File: src/rtl/act_sel_pipe_pkg.sv
// Shared constants and select-index helper for the select-register cell family.
package act_pkg;

  // Per-bit select mode: AND or OR of the A/B operand pair.
  localparam logic SEL_AND = 1'b0;
  localparam logic SEL_OR  = 1'b1;

  // Widest select vector the helper accepts; callers zero-extend to this width.
  localparam int unsigned SEL_MAX = 16;

  // Forms S[i] = mode[i] ? A[i] | B[i] : A[i] & B[i] and returns S as an unsigned index.
  function automatic int unsigned sel_index(input logic [SEL_MAX-1:0] a,
                                            input logic [SEL_MAX-1:0] b,
                                            input logic [SEL_MAX-1:0] mode);
    logic [SEL_MAX-1:0] s;
    for (int i = 0; i < SEL_MAX; i++) begin
      s[i] = (mode[i] == SEL_OR) ? (a[i] | b[i]) : (a[i] & b[i]);
    end
    return 32'(s);
  endfunction

endpackage

File: src/rtl/act_sel_pipe_if.sv
// Data/select/control bundle between an operand source and the select pipeline.
interface act_sel_pipe_if #(
  parameter int unsigned N        = 5,
  parameter int unsigned SEL_BITS = 2,
  parameter int unsigned CNT_W    = 8
);
  logic [N*(2**SEL_BITS)-1:0] D;
  logic [SEL_BITS-1:0]        A;
  logic [SEL_BITS-1:0]        B;
  logic                       in_valid;
  logic                       HOLD;
  logic                       SCLR;
  logic [N-1:0]               out;
  logic                       out_valid;
  logic [CNT_W-1:0]           out_cnt;

  // Source side: drives words, select operands and pipeline control.
  modport master (
    output D, A, B, in_valid, HOLD, SCLR,
    input  out, out_valid, out_cnt
  );

  // Pipeline side.
  modport slave (
    input  D, A, B, in_valid, HOLD, SCLR,
    output out, out_valid, out_cnt
  );
endinterface

File: src/rtl/act_sel_pipe_stage.sv
// One pipeline stage: W-bit register with async clear, sync flush and hold.
module act_sel_stage #(
  parameter int unsigned W = 6
) (
  input  logic         CLK,
  input  logic         CLR,
  input  logic         i_sclr,
  input  logic         i_hold,
  input  logic [W-1:0] i_d,
  output logic [W-1:0] o_q
);

  logic [W-1:0] r_q;

  // Flush beats hold; hold freezes the stage.
  always_ff @(posedge CLK or posedge CLR) begin
    if (CLR) begin
      r_q <= '0;
    end else if (i_sclr) begin
      r_q <= '0;
    end else if (!i_hold) begin
      r_q <= i_d;
    end
  end

  assign o_q = r_q;

endmodule

File: src/rtl/act_sel_pipe.sv
// Select-register cell: mode-masked select of one data word, DEPTH-stage valid
// pipeline with hold/flush, and a delivered-word counter.
module act_sel_pipe
  import act_pkg::*;
#(
  parameter int unsigned         N        = 5,
  parameter int unsigned         SEL_BITS = 2,
  parameter logic [SEL_BITS-1:0] SEL_MODE = 2'b10,
  parameter int unsigned         DEPTH    = 2,
  parameter int unsigned         CNT_W    = 8
) (
  input  logic          CLK,
  input  logic          CLR,
  act_sel_pipe_if.slave io_bus
);

  logic [SEL_BITS-1:0] w_sel_idx;
  logic [N-1:0]        w_sel_word;
  logic [N:0]          w_stage_d [DEPTH];
  logic [N:0]          w_stage_q [DEPTH];
  logic                w_advance;
  logic [CNT_W-1:0]    r_cnt;

  // Index is always in range, so the part-select never yields X.
  always_comb begin
    w_sel_idx  = SEL_BITS'(sel_index(SEL_MAX'(io_bus.A), SEL_MAX'(io_bus.B),
                                     SEL_MAX'(SEL_MODE)));
    w_sel_word = io_bus.D[w_sel_idx*N +: N];
  end

  // Bubbles still carry their data; only the valid bit marks real samples.
  assign w_stage_d[0] = {io_bus.in_valid, w_sel_word};

  genvar g;
  generate
    for (g = 0; g < int'(DEPTH); g++) begin : g_stage
      if (g > 0) begin : g_link
        assign w_stage_d[g] = w_stage_q[g-1];
      end
      act_sel_stage #(
        .W (N + 1)
      ) u_stage (
        .CLK    (CLK),
        .CLR    (CLR),
        .i_sclr (io_bus.SCLR),
        .i_hold (io_bus.HOLD),
        .i_d    (w_stage_d[g]),
        .o_q    (w_stage_q[g])
      );
    end
  endgenerate

  assign w_advance = !io_bus.SCLR && !io_bus.HOLD;

  // Count a word when a valid value is loaded into the last stage; wraps silently.
  always_ff @(posedge CLK or posedge CLR) begin
    if (CLR) begin
      r_cnt <= '0;
    end else if (w_advance && w_stage_d[DEPTH-1][N]) begin
      r_cnt <= r_cnt + 1'b1;
    end
  end

  assign io_bus.out       = w_stage_q[DEPTH-1][N-1:0];
  assign io_bus.out_valid = w_stage_q[DEPTH-1][N];
  assign io_bus.out_cnt   = r_cnt;

endmodule

File: src/flat_wrapper.sv
// flat-port wrapper written by rule: the top's interface ports become plain ports
module act_sel_pipe_flat import act_pkg::*;
#(
  parameter int unsigned         N        = 5,
  parameter int unsigned         SEL_BITS = 2,
  parameter logic [SEL_BITS-1:0] SEL_MODE = 2'b10,
  parameter int unsigned         DEPTH    = 2,
  parameter int unsigned         CNT_W    = 8
)
  (CLK, CLR, io_bus_D, io_bus_A, io_bus_B, io_bus_in_valid, io_bus_HOLD, io_bus_SCLR, io_bus_out, io_bus_out_valid, io_bus_out_cnt);
  act_sel_pipe_if #(.N(N), .SEL_BITS(SEL_BITS), .CNT_W(CNT_W)) io_bus_i ();
  input  logic CLK;
  input  logic CLR;
  input wire logic [$bits(io_bus_i.D)-1:0] io_bus_D;
  input wire logic [$bits(io_bus_i.A)-1:0] io_bus_A;
  input wire logic [$bits(io_bus_i.B)-1:0] io_bus_B;
  input wire logic [$bits(io_bus_i.in_valid)-1:0] io_bus_in_valid;
  input wire logic [$bits(io_bus_i.HOLD)-1:0] io_bus_HOLD;
  input wire logic [$bits(io_bus_i.SCLR)-1:0] io_bus_SCLR;
  output wire logic [$bits(io_bus_i.out)-1:0] io_bus_out;
  output wire logic [$bits(io_bus_i.out_valid)-1:0] io_bus_out_valid;
  output wire logic [$bits(io_bus_i.out_cnt)-1:0] io_bus_out_cnt;
  assign io_bus_i.D = io_bus_D;
  assign io_bus_i.A = io_bus_A;
  assign io_bus_i.B = io_bus_B;
  assign io_bus_i.in_valid = io_bus_in_valid;
  assign io_bus_i.HOLD = io_bus_HOLD;
  assign io_bus_i.SCLR = io_bus_SCLR;
  assign io_bus_out = io_bus_i.out;
  assign io_bus_out_valid = io_bus_i.out_valid;
  assign io_bus_out_cnt = io_bus_i.out_cnt;
  act_sel_pipe #(.N(N), .SEL_BITS(SEL_BITS), .SEL_MODE(SEL_MODE), .DEPTH(DEPTH), .CNT_W(CNT_W)) u_core (.CLK(CLK), .CLR(CLR), .io_bus(io_bus_i));
endmodule
File: config.mk
export PLATFORM = sky130hd
export DESIGN_NAME = act_sel_pipe_flat
export DESIGN_NICKNAME = d
export VERILOG_FILES = /design/src/rtl/act_sel_pipe_pkg.sv /design/src/rtl/act_sel_pipe_if.sv /design/src/rtl/act_sel_pipe_stage.sv /design/src/rtl/act_sel_pipe.sv /design/src/flat_wrapper.sv
export SDC_FILE = /design/constraint.sdc
export NUM_CORES = 1
export LEC_CHECK = 0
export ABC_AREA = 1
export BUFFER_PORTS_ARGS = -buffer_cell sky130_fd_sc_hd__buf_2
export CAP_MARGIN = 20
export CORE_ASPECT_RATIO = 0.8
export CORE_MARGIN = 3
export CORE_UTILIZATION = 47
export DETAILED_ROUTE_END_ITERATION = 10
export PLACE_DENSITY = 0.78
export SYNTH_ARGS = -nofsm -noshare
export SYNTH_HDL_FRONTEND = slang
export SYNTH_HIERARCHICAL = 1
export SYNTH_SLANG_ARGS = --single-unit
File: constraint.sdc
create_clock -name CLK -period 1.7 [get_ports CLK]
set_clock_uncertainty 0.2 [all_clocks]
set_input_delay 0.085 -clock CLK [delete_from_list [all_inputs] [get_ports CLK]]
set_output_delay 0.085 -clock CLK [all_outputs]
set_load 0.005 [all_outputs]
# Yosys cells after proc, flatten, opt, wreduce, memory -nomap -nowiden
# Cells that the tools add are included.
[op_classes]
n_addsub = 1
eq_ne = 1
n_bitwise = 2
n_mul = 1
n_mux = 4
n_shift = 1
reduce_logical = 4
[op_table]
columns = ["cell", "count"]
rows = [
  ["$mux W6", 4],
  ["$shiftx A20 B6 Y5", 1],
  ["$add A8 B1 Y8 const B", 1],
  ["$mul A2 B3 Y5 const B", 1],
  ["$logic_and A1 B1 Y1", 2],
  ["$logic_not A1 Y1", 2],
  ["$ne A2 B1 Y1 const B", 1],
  ["$and A1 B1 Y1", 1],
  ["$or A1 B1 Y1", 1],
]
[totals]
in_bits = 29
output_inout_bits = 14
regBits = 20

# Depth between registers and ports, before layout
# Gate-level depths: netlist of run 1.
[logic_depth]
ltp_word = 5
depth_mapped = 8

# Cells and area by module
# The synthesis of run 1 kept the hierarchy.
[modules_own_cells]
columns = ["mod", "instances", "area_each_um2", "cells_each"]
rows = [
  ["act_sel_pipe", 1, 598.1, 96],
  ["act_sel_stage", 2, 244.0, 27],
]

# Worst setup path after synthesis of run 1
# Ideal clock, no wire load.
[synth_path]
path_type = "register to register"
start = "reg u_core.r_cnt[1] (netlist: u_core/io_bus.out_cnt[1])"
end = "reg u_core.r_cnt[6] (netlist: u_core/io_bus.out_cnt[6])"
arrival_time_ns = 0.966
setup_ns = 0.113
path_buffers = 0
path_stages_with_launch = 7
path_slack_ns = 0.421
cell_sequence = "dfrtp_1 > ha_1 > nand3_1 > nor2_2 > nand3_1 > nand2_1 > inv_1"
[synth_via]
elab_chain_cells = 1
[synth_rtl]
columns = ["item", "line_no", "source"]
rows = [
  ["start: declaration", "act_sel_pipe.sv:22", "logic [CNT_W-1:0] r_cnt;"],
  ["start signal: assignment", "act_sel_pipe.sv:60", "r_cnt <= r_cnt + 1'b1;"],
  ["$add A8 B1 Y8", "act_sel_pipe.sv:60", ""],
]
# No other way between the ends.
# A chain may end at the register's enable or synchronous reset.

# Final worst setup path of run 1
[layout_path]
start = "in io_bus_HOLD"
end = "reg u_core.g_stage[0].u_stage.r_q[5]"
[layout_via]
elab_chain_cells = 1
[layout_rtl]
columns = ["item", "line_no", "source"]
rows = [
  ["start: declaration", "flat_wrapper.sv:18", "input wire logic [$bits(io_bus_i.HOLD)-1:0] io_bus_HOLD;"],
  ["$ne A2 B1 Y1 (no line)", "--", ""],
  ["end signal: assignment", "act_sel_pipe_stage.sv:22", "r_q <= i_d;"],
  ["end: declaration", "act_sel_pipe_stage.sv:13", "logic [W-1:0] r_q;"],
]
# No other way between the ends.

==> summary.md, run 1 <==
| Metric | Value |
|---|---|
| Status | `complete, no violations` |
| WL per Instance | `10.2 um` |
| Multi-input gate area | `509 sq um` |
| Starting Density | `0.534` |
| Reg power frac | `0.517` |
| Critical Path RT | `1.74 ns` |
| Core Area | `2030 sq um` |
| Ant diodes | `0` |
| Die Ht | `49.0 um` |
| EDFF count, synth | `0` |
| Avg Cell Area, Syn | `7.24 sq um` |
| CTS root buf | `clkbuf_4` |
| CP endpoint kind | `flip-flop` |
| Grt total ovfl | `0` |
| Largest net degree at the start of global routing | `17` |
| Crit-path max cell delay | `0.56 ns` |
| Sw Ratio | `0.292` |
| Clock tree buffer depth | `2` |
| Distinct cells, synth | `14` |
| Setup TNS | `0 ns` |
| Cells after synthesis | `150` |
| Vias in the first global route | `1028` |
| R2R cell count | `3` |
| Crit path buf inv count | `3` |
| Worst Tran Pin Value | `0.334 ns` |
| Post-layout util | `0.753` |
| Post-Syn Nets | `180` |
| DR iter-0 viols | `43` |
| Ys async rst share | `1.00` |
| H-tree depth | `1` |
| Reg-to-Reg End | `u_core/g_stage[1].u_stage/o_q[1]$_DFFE_PP0P_` |
| Die Span X | `59.7 um` |
| Ys Warns | `6` |
| Reg area | `500 sq um` |
| CTS Buf Count | `3` |
| Total number of vias | `1091` |
| Final setup vio count | `0` |
| Hold Vio Cnt, Final | `0` |
| Most common cell in the netlist | `nand2_1` |
| Top cells by area, synth | `dfrtp_1 (46%), nand2_1 (20%), nand3_1 (9.2%), inv_1 (6.2%), o21ai_0 (4.1%)` |
| Hold_ws | `0.0471 ns` |
| Via density | `4.62` |
| Power Dens Cells | `739 nW/um^2` |
| Max-cap violations | `0` |
| HP Class | `primary input to async pin` |
| Die area | `2930 sq um` |
| Port bufs | `42` |
| Post-synth top area share | `0.461` |
| Cell depth of the worst setup path | `6` |
| Worst EP arrival | `1.67 ns` |
| FILL cells | `165` |
| Post-synth top flop | `dfrtp_1` |
| Synth Register Bits | `20` |
| Slowest-stage cell, CP | `dlygate4sd3_1` |
| R2R Path Start | `u_core/g_stage[1].u_stage/o_q[1]$_DFFE_PP0P_` |
| Setup CP Type | `primary input to flip-flop` |
| RSZ-0062 raised after global routing | `no` |
| Static leakage | `0.000898 uW` |
| Remaining DRCs | `0` |
| Max transition margin | `0.777` |
| Tot GR Track Use | `0.180` |
| Max-slew violation count | `0` |
| Net Switching | `330 uW` |
| DP Wirelength | `1870 um` |
| Num rows | `14` |
| Worst Setup SP | `io_bus_HOLD` |
| Period minus WS final | `1.63 ns` |
| Pwr Total | `1130 uW` |
| # clock sinks | `20` |
| Post-Synthesis Cell Area | `1090 sq um` |
| I/O pins | `43` |
| Global-route wire length before repair | `4150 um` |
| Register-to-register setup slack | `0.31 ns` |
| Clock Pin Slew Worst Setup and Hold Paths | `0.10 ns` |
| Period utilisation layout | `0.959` |
| DRT Pass-1 Iters | `4` |
| Clk pwr share | `0.236` |
| Detail Route Antenna Nets | `0` |
| Initial antenna violation count | `0` |
| Layout cells sized above 1 | `0.259` |
| Final wirelength | `2400 um` |
| Crit path capture | `u_core/g_stage[0].u_stage/o_q[5]$_DFFE_PP0P_` |
| CP cell instances | `dlygate4sd3_1 -> buf_4 -> nor2_4 -> nand2_1 -> dlygate4sd3_1 -> nand2_1` |
| Type of origin of the critical path | `primary input` |
| Peak VDD IR | `637 uV` |
| GP Congestion | `0.773` |
| Worst-path fanout max | `16` |
| Combinational share of power | `0.248` |
| Area grow syn2layout | `40.9%` |
| Crit path max-delay family | `buffers and inverters` |
| Nets | `243` |
| Post-synth top area cell | `dfrtp_1` |
| P_int | `800 uW` |
| Skew-Pair Late Insertion Delay | `0.30 ns` |
| Peak Freq | `614 MHz` |
| CTS tree | `built` |
| Register area share after synthesis | `0.461` |
| Commonest cells post-synth | `nand2_1 (59), dfrtp_1 (20), nand3_1 (20)` |
[per-layer routing]
layer | vias to the layer above | global-route usage | part of all wire
met5 | - | 0 | 0
met1 | 459 | 0.227 | 0.45
met2 | 41 | 0.299 | 0.45
met3 | 5 | 0.0370 | 0.079
li1 | 586 | - | -
met4 | 0 | 0.0664 | 0.017
[cell type report]
cell class | count | share of cell area
clock buffers | 4 | 0.0237
inverters | 19 | 0.0466
well taps | 24 | 0.0196
repair buffers | 59 | 0.250
multi-input cells | 110 | 0.333
flip-flops and latches | 20 | 0.327
[worst min path at each step]
stage / start / end / slack, ns
after detailed placement: CLR / u_core/g_stage[1].u_stage/o_q[2]$_DFFE_PP0P_ / -0.17
after global routing: CLR / u_core/g_stage[0].u_stage/o_q[3]$_DFFE_PP0P_ / 0.06
after CTS: CLR / u_core/g_stage[1].u_stage/o_q[5]$_DFFE_PP0P_ / 0.05
final: CLR / u_core/g_stage[1].u_stage/o_q[5]$_DFFE_PP0P_ / 0.05
after floorplan: CLR / u_core/g_stage[0].u_stage/o_q[0]$_DFFE_PP0P_ / -0.32
after global placement: CLR / u_core/g_stage[1].u_stage/o_q[5]$_DFFE_PP0P_ / -0.18
[logic make-up after synthesis]
group / count (synthesis) / share of synthesized area
xor+xnor: 4 / 0.0323
fa+ha+maj: 1 / 0.0115
flops: 20 / 0.461
simple gates: 95 / 0.379
buf+inv: 20 / 0.0703
compound gates: 10 / 0.0461
[registers in the layout, summed over array words and instances, names as in the netlist]
name and flops:
u_core/g_stage.u_stage/o_q 12, u_core/io_bus.out_cnt 8
[layout by cell type (no fill, tap or decap)]
| cell | n |
|---|---|
| nand2_1 | 59 |
| buf_2 | 40 |
| nand3_1 | 20 |
| dfrtp_1 | 20 |
| inv_1 | 17 |
| dlygate4sd3_1 | 16 |
| nor2_1 | 10 |
| o21ai_0 | 9 |
| clkbuf_4 | 4 |
| xor2_1 | 4 |
| nor2_4 | 3 |
| buf_4 | 2 |
| nor2_2 | 2 |
| inv_2 | 2 |
| clkbuf_8 | 1 |
| nand2_2 | 1 |
| o21ai_1 | 1 |
| ha_1 | 1 |
[power by group through the flow]
| stage | sequential, uW | clock, uW | combinational [uW] |
|---|---|---|---|
| 2_1_floorplan | 591 | 0 | 129 |
| 3_3_place_gp | 589 | 0 | 238 |
| 3_5_place_dp | 593 | 0 | 243 |
| 4_1_cts | 585 | 276 | 279 |
| 5_1_grt | 591 | 298 | 322 |
| 6_report | 584 | 266 | 280 |
[what timing repair did]
item	in CTS	in global routing
setup buffers	0	1
hold buffers	16	0
hold endpoints to repair	32	0
endpoints found under the setup margin	0	2
resized for setup	0	4
[worst register-to-register path, stage by stage (launching register included)]
cell and delay (ns):
dfrtp_1 0.38, nand3_1 0.09, nand2_1 0.06, dlygate4sd3_1 0.55
[stage by stage]
step | setup WS [ns] | area (sq um) | std cells
after floorplan | 0.421 | 1090 | 150
after global placement | 0.424 | 1320 | 215
after detailed placement | 0.371 | 1320 | 215
after CTS | 0.0555 | 1520 | 235
after global routing | 0.000586 | 1530 | 236
final | 0.0703 | 1530 | 236
No activity file was read; power rests on OpenSTA's default activity.
==> run 2: changes to the inputs <==
--- a/config.mk
+++ b/config.mk
@@ -8,7 +8,7 @@
 export ABC_AREA = 1
 export BUFFER_PORTS_ARGS = -buffer_cell sky130_fd_sc_hd__buf_2
 export CAP_MARGIN = 20
-export CORE_ASPECT_RATIO = 0.8
+export CORE_ASPECT_RATIO = 1.75
 export CORE_MARGIN = 3
 export CORE_UTILIZATION = 47
 export DETAILED_ROUTE_END_ITERATION = 10
==> summary.md, run 2 (synthesized netlist as in run 1, its figures left out) <==
| Metric | Value |
|---|---|
| Detail Route Antenna Nets | `0` |
| Period minus WS final | `1.64 ns` |
| Type of origin of the critical path | `primary input` |
| Place WS | `0.358 ns` |
| Worst EP arrival | `1.64 ns` |
| Die Span X | `42.3 um` |
| CTS root buf | `clkbuf_4` |
| Hold Vio Cnt, Final | `2` |
| Worst-path fanout max | `6` |
| Post-layout util | `0.712` |
| Static leakage | `0.000899 uW` |
| Commonest cells after routing, fill and taps aside | `nand2_1 (59), buf_2 (41), nand3_1 (20), dfrtp_1 (20), inv_1 (18)` |
| P_int | `797 uW` |
| FILL cells | `185` |
| Net Switching | `336 uW` |
| Die Ht | `69.6 um` |
| Num rows | `22` |
| Final wirelength | `2630 um` |
| Final setup vio count | `0` |
| Setup CP Type | `primary input to flip-flop` |
| Tot GR Track Use | `0.190` |
| Peak Freq | `608 MHz` |
| Nets | `243` |
| Layout cells sized above 1 | `0.255` |
| Max-cap violations | `0` |
| Worst Setup SP | `io_bus_SCLR` |
| Reg area | `500 sq um` |
| Skew-Pair Late Insertion Delay | `0.29 ns` |
| Max-slew violation count | `0` |
| CTS Buf Count | `3` |
| Remaining DRCs | `0` |
| Initial antenna violation count | `0` |
| WL per Instance | `11.1 um` |
| Peak VDD IR | `544 uV` |
| Area after DPL | `1320 sq um` |
| Most common cell after layout, fill and taps aside | `nand2_1` |
| Area grow syn2layout | `40.7%` |
| RSZ-0062 raised after global routing | `yes` |
| GP Congestion | `0.760` |
| Grt total ovfl | `0` |
| Max transition margin | `0.790` |
| HP Class | `primary input to flip-flop` |
| Sw Ratio | `0.296` |
| Period utilisation layout | `0.967` |
| Port bufs | `42` |
| Ant diodes | `0` |
| DRT Pass-1 Iters | `4` |
| H-tree depth | `1` |
| Clock Pin Slew Worst Setup and Hold Paths | `0.11 ns` |
| Reg power frac | `0.517` |
| I/O pins | `43` |
| Cell area after layout | `1530 sq um` |
| Hold_ws | `-0.00245 ns` |
| DR iter-0 viols | `27` |
| Total number of vias | `1117` |
| Core Area | `2150 sq um` |
| # clock sinks | `20` |
| Via density | `4.73` |
| CTS tree | `built` |
| Crit-path max cell delay | `0.54 ns` |
| Max reg flops | `12` |
| Final WS setup | `0.0553 ns` |
| Multi-input gate area | `509 sq um` |
| Vias in the first global route | `1125` |
| Pwr Total | `1130 uW` |
| Status | `finished, violations left` |
| Slowest-stage cell, CP | `dlygate4sd3_1` |
| R2R Path Start | `u_core/g_stage[0].u_stage/o_q[5]$_DFFE_PP0P_` |
| Starting Density | `0.506` |
| CP most frequent cell | `dlygate4sd3_1` |
| Clock tree buffer depth | `2` |
| Power Dens Cells | `741 nW/um^2` |
| Clk pwr share | `0.236` |
| CP endpoint kind | `flip-flop` |
| CP cell instances | `dlygate4sd3_1 -> buf_2 -> inv_1 -> nand3_1 -> nand2_1 -> dlygate4sd3_1` |
| DP Wirelength | `1950 um` |
| Failing checks | `hold timing` |
| Hold path start | `io_bus_D[0]` |
| Setup TNS | `0 ns` |
| Largest net degree at the start of global routing | `17` |
| Worst Tran Pin Value | `0.315 ns` |
| Die area | `2950 sq um` |
| Global-route wire length before repair | `4470 um` |
| Critical Path RT | `1.69 ns` |
| Combinational share of power | `0.247` |
-- run 2: worst paths after layout --
check                                                               end  slack [ns]  cells past startpoint
max in group asynchronous          u_core/io_bus.out_cnt[6]$_DFFE_PP0P_        0.98                      3
setup reg to reg           u_core/g_stage[1].u_stage/o_q[5]$_DFFE_PP0P_        0.29                      3
hold reg to reg            u_core/g_stage[1].u_stage/o_q[4]$_DFFE_PP0P_        0.28                      2
setup / recovery           u_core/g_stage[1].u_stage/o_q[5]$_DFFE_PP0P_        0.06                      6
min in group asynchronous  u_core/g_stage[0].u_stage/o_q[5]$_DFFE_PP0P_        0.05                      3
hold / removal             u_core/g_stage[0].u_stage/o_q[0]$_DFFE_PP0P_      -0.002                      7
-- run 2: area by class of cell --
| class | instances | area share |
|---|---|---|
| clock buffers | 4 | 0.0238 |
| inverters | 19 | 0.0467 |
| multi-input cells | 110 | 0.333 |
| flip-flops and latches | 20 | 0.328 |
| well taps | 24 | 0.0197 |
| repair buffers | 59 | 0.249 |
-- run 2: timing repair --
item	CTS	global route
hold buffers	17	0
resized for setup	0	1
endpoints found under the setup margin	0	3
buffers inserted	0	1
endpoints found under the hold margin	32	0
-- run 2: routing by layer --
layer,track usage,vias to the layer above,wire length (um)
met1,0.194,488,1000
met3,0.0182,2,135
met2,0.368,40,1460
met4,0.0830,0,29
li1,-,587,-
met5,0,-,0
-- run 2: power by group through the flow --
stage	combinational, uW	sequential, uW	clock (uW)
finish	279	586	267
global route	311	596	300
CTS	282	586	274
detailed placement	244	596	0
global placement	239	588	0
floorplan	129	591	0
-- run 2: through the flow --
| stage | hold WS (ns) | std cells |
|---|---|---|
| finish | -0.00245 | 236 |
| global route | 0.0244 | 236 |
| CTS | 0.00837 | 236 |
| detailed placement | -0.175 | 215 |
| global placement | -0.173 | 215 |
| floorplan | -0.324 | 150 |
-- run 2: worst max-delay path, delay by kind of cell --
kind	cells	cell delay (ns)
simple gates	2	0.15
buf+inv	4	1.40
==> run 3: changes to the inputs <==
--- a/config.mk
+++ b/config.mk
@@ -12,7 +12,7 @@
 export CORE_MARGIN = 3
 export CORE_UTILIZATION = 47
 export DETAILED_ROUTE_END_ITERATION = 10
-export PLACE_DENSITY = 0.78
+export PLACE_DENSITY = 0.84
 export SYNTH_ARGS = -nofsm -noshare
 export SYNTH_HDL_FRONTEND = slang
 export SYNTH_HIERARCHICAL = 1
==> summary.md, run 3 (synthesized netlist as in run 1, its figures left out) <==
| Metric | Value |
|---|---|
| Place WS | `0.320 ns` |
| GP Congestion | `0.836` |
| Post-layout util | `0.709` |
| Via density | `5.07` |
| WL per Instance | `12.0 um` |
| Worst EP arrival | `1.71 ns` |
| Setup CP Type | `primary input to flip-flop` |
| Die Span X | `42.3 um` |
| Total number of vias | `1196` |
| Global-route wire length before repair | `4930 um` |
| R2R Path Start | `u_core/g_stage[0].u_stage/o_q[5]$_DFFE_PP0P_` |
| Worst Tran Pin Value | `0.329 ns` |
| CP endpoint kind | `flip-flop` |
| Starting Density | `0.506` |
| Area grow syn2layout | `40.1%` |
| Max-slew violation count | `0` |
| Period minus WS final | `1.68 ns` |
| Period utilisation layout | `0.986` |
| Worst-path fanout max | `16` |
| Skew-Pair Late Insertion Delay | `0.29 ns` |
| Die area | `2950 sq um` |
| Worst Setup SP | `io_bus_HOLD` |
| Critical Path RT | `1.74 ns` |
| Detail Route Antenna Nets | `0` |
| FILL cells | `176` |
| Pwr Total | `1090 uW` |
| Hold Vio Cnt, Final | `0` |
| # clock sinks | `20` |
| Register-to-register setup slack | `0.28 ns` |
| DR iter-0 viols | `16` |
| Num rows | `22` |
| Vias in the first global route | `1239` |
| Power Dens Cells | `716 nW/um^2` |
| Final WS setup | `0.0242 ns` |
| DRT Pass-1 Iters | `5` |
| Clock tree buffer depth | `2` |
| Ant diodes | `0` |
| CTS root buf | `clkbuf_4` |
| Clock Pin Slew Worst Setup and Hold Paths | `0.10 ns` |
| Crit path capture | `u_core/g_stage[0].u_stage/o_q[5]$_DFFE_PP0P_` |
| Max reg flops | `12` |
| R2R cell count | `3` |
| Peak Freq | `597 MHz` |
| Core Area | `2150 sq um` |
| Final cell count without fillers | `236` |
| Max transition margin | `0.780` |
| Remaining DRCs | `0` |
| Most common cell after layout, fill and taps aside | `nand2_1` |
| I/O pins | `43` |
| CTS tree | `built` |
| Peak VDD IR | `447 uV` |
| Max-cap violations | `0` |
| RSZ-0062 raised after global routing | `yes` |
| Reg-to-Reg End | `u_core/g_stage[1].u_stage/o_q[5]$_DFFE_PP0P_` |
| Hold_ws | `0.0244 ns` |
| DP Wirelength | `2040 um` |
| HP Class | `primary input to flip-flop` |
| Die Ht | `69.6 um` |
| Nets | `244` |
| Status | `complete, no violations` |
| Layout cells sized above 1 | `0.259` |
| Static leakage | `0.000897 uW` |
| CTS Buf Count | `3` |
| Port bufs | `42` |
| Initial antenna violation count | `0` |
| Grt total ovfl | `0` |
| Final setup vio count | `0` |
| Largest net degree at the start of global routing | `17` |
| Final wirelength | `2830 um` |
| Placed insts | `215` |
| Commonest cells after routing, fill and taps aside | `nand2_1 (59), buf_2 (40), nand3_1 (20), dfrtp_1 (20), inv_1 (18)` |
| H-tree depth | `1` |
| Type of origin of the critical path | `primary input` |
| Tot GR Track Use | `0.210` |
## run 3: cell types whose count changed in the layout (fill, tap and decap cells not counted)
cell / delta
dlygate4sd3_1: -1
clkbuf_4: +1
buf_2: -1
clkbuf_8: -1
buf_4: +2
## run 3: area by class of cell
cell class,instances,area [sq um],share of cell area
repair buffers,60,388,0.255
multi-input cells,110,509,0.335
clock buffers,3,22.5,0.0148
inverters,19,71.3,0.0469
flip-flops and latches,20,500,0.329
well taps,24,30.0,0.0197
## run 3: critical path, stage by stage
cell and delay, ns:
dlygate4sd3_1 0.53, clkbuf_4 0.23, nor2_4 0.18, nand2_1 0.06, dlygate4sd3_1 0.55, nand2_1 0.07
## run 3: worst min-delay path by stage
stage / from / endpoint / slack, ns / depth (start not counted)
2_1_floorplan: CLR / u_core/g_stage[0].u_stage/o_q[0]$_DFFE_PP0P_ / -0.32 / 1
5_1_grt: CLR / u_core/g_stage[0].u_stage/o_q[4]$_DFFE_PP0P_ / 0.05 / 3
3_5_place_dp: CLR / u_core/g_stage[1].u_stage/o_q[0]$_DFFE_PP0P_ / -0.16 / 2
3_3_place_gp: CLR / u_core/g_stage[1].u_stage/o_q[5]$_DFFE_PP0P_ / -0.18 / 2
6_report: io_bus_D[8] / u_core/g_stage[0].u_stage/o_q[3]$_DFFE_PP0P_ / 0.02 / 7
4_1_cts: io_bus_D[8] / u_core/g_stage[0].u_stage/o_q[3]$_DFFE_PP0P_ / 0.00004 / 7
## run 3: metal layers
metal  wire length, um  vias up  track usage
met1               970      547        0.206
met3               158        8       0.0260
li1                  -      592            -
met5                 0        -            0
met2              1620       49        0.402
met4                76        0        0.107
## run 3: where the power goes
| part | switching [uW] | internal [uW] | leakage [uW] |
|---|---|---|---|
| registers | 56.6 | 529 | 0.000253 |
| logic | 149 | 141 | 0.000630 |
| clock network | 131 | 82.4 | 0.0000138 |
## run 3: what timing repair did
action / 4_1_cts / 5_1_grt
resized for setup: 0 / 2
setup endpoints to repair: 0 / 2
setup buffers: 0 / 3
hold buffers: 15 / 0
hold endpoints to repair: 32 / 0
## run 3: through the flow
stage	setup TNS, ns	instance area, sq um
floorplan	0	1090
global placement	0	1320
detailed placement	0	1320
CTS	0	1490
global route	-0.0219	1520
finish	0	1520
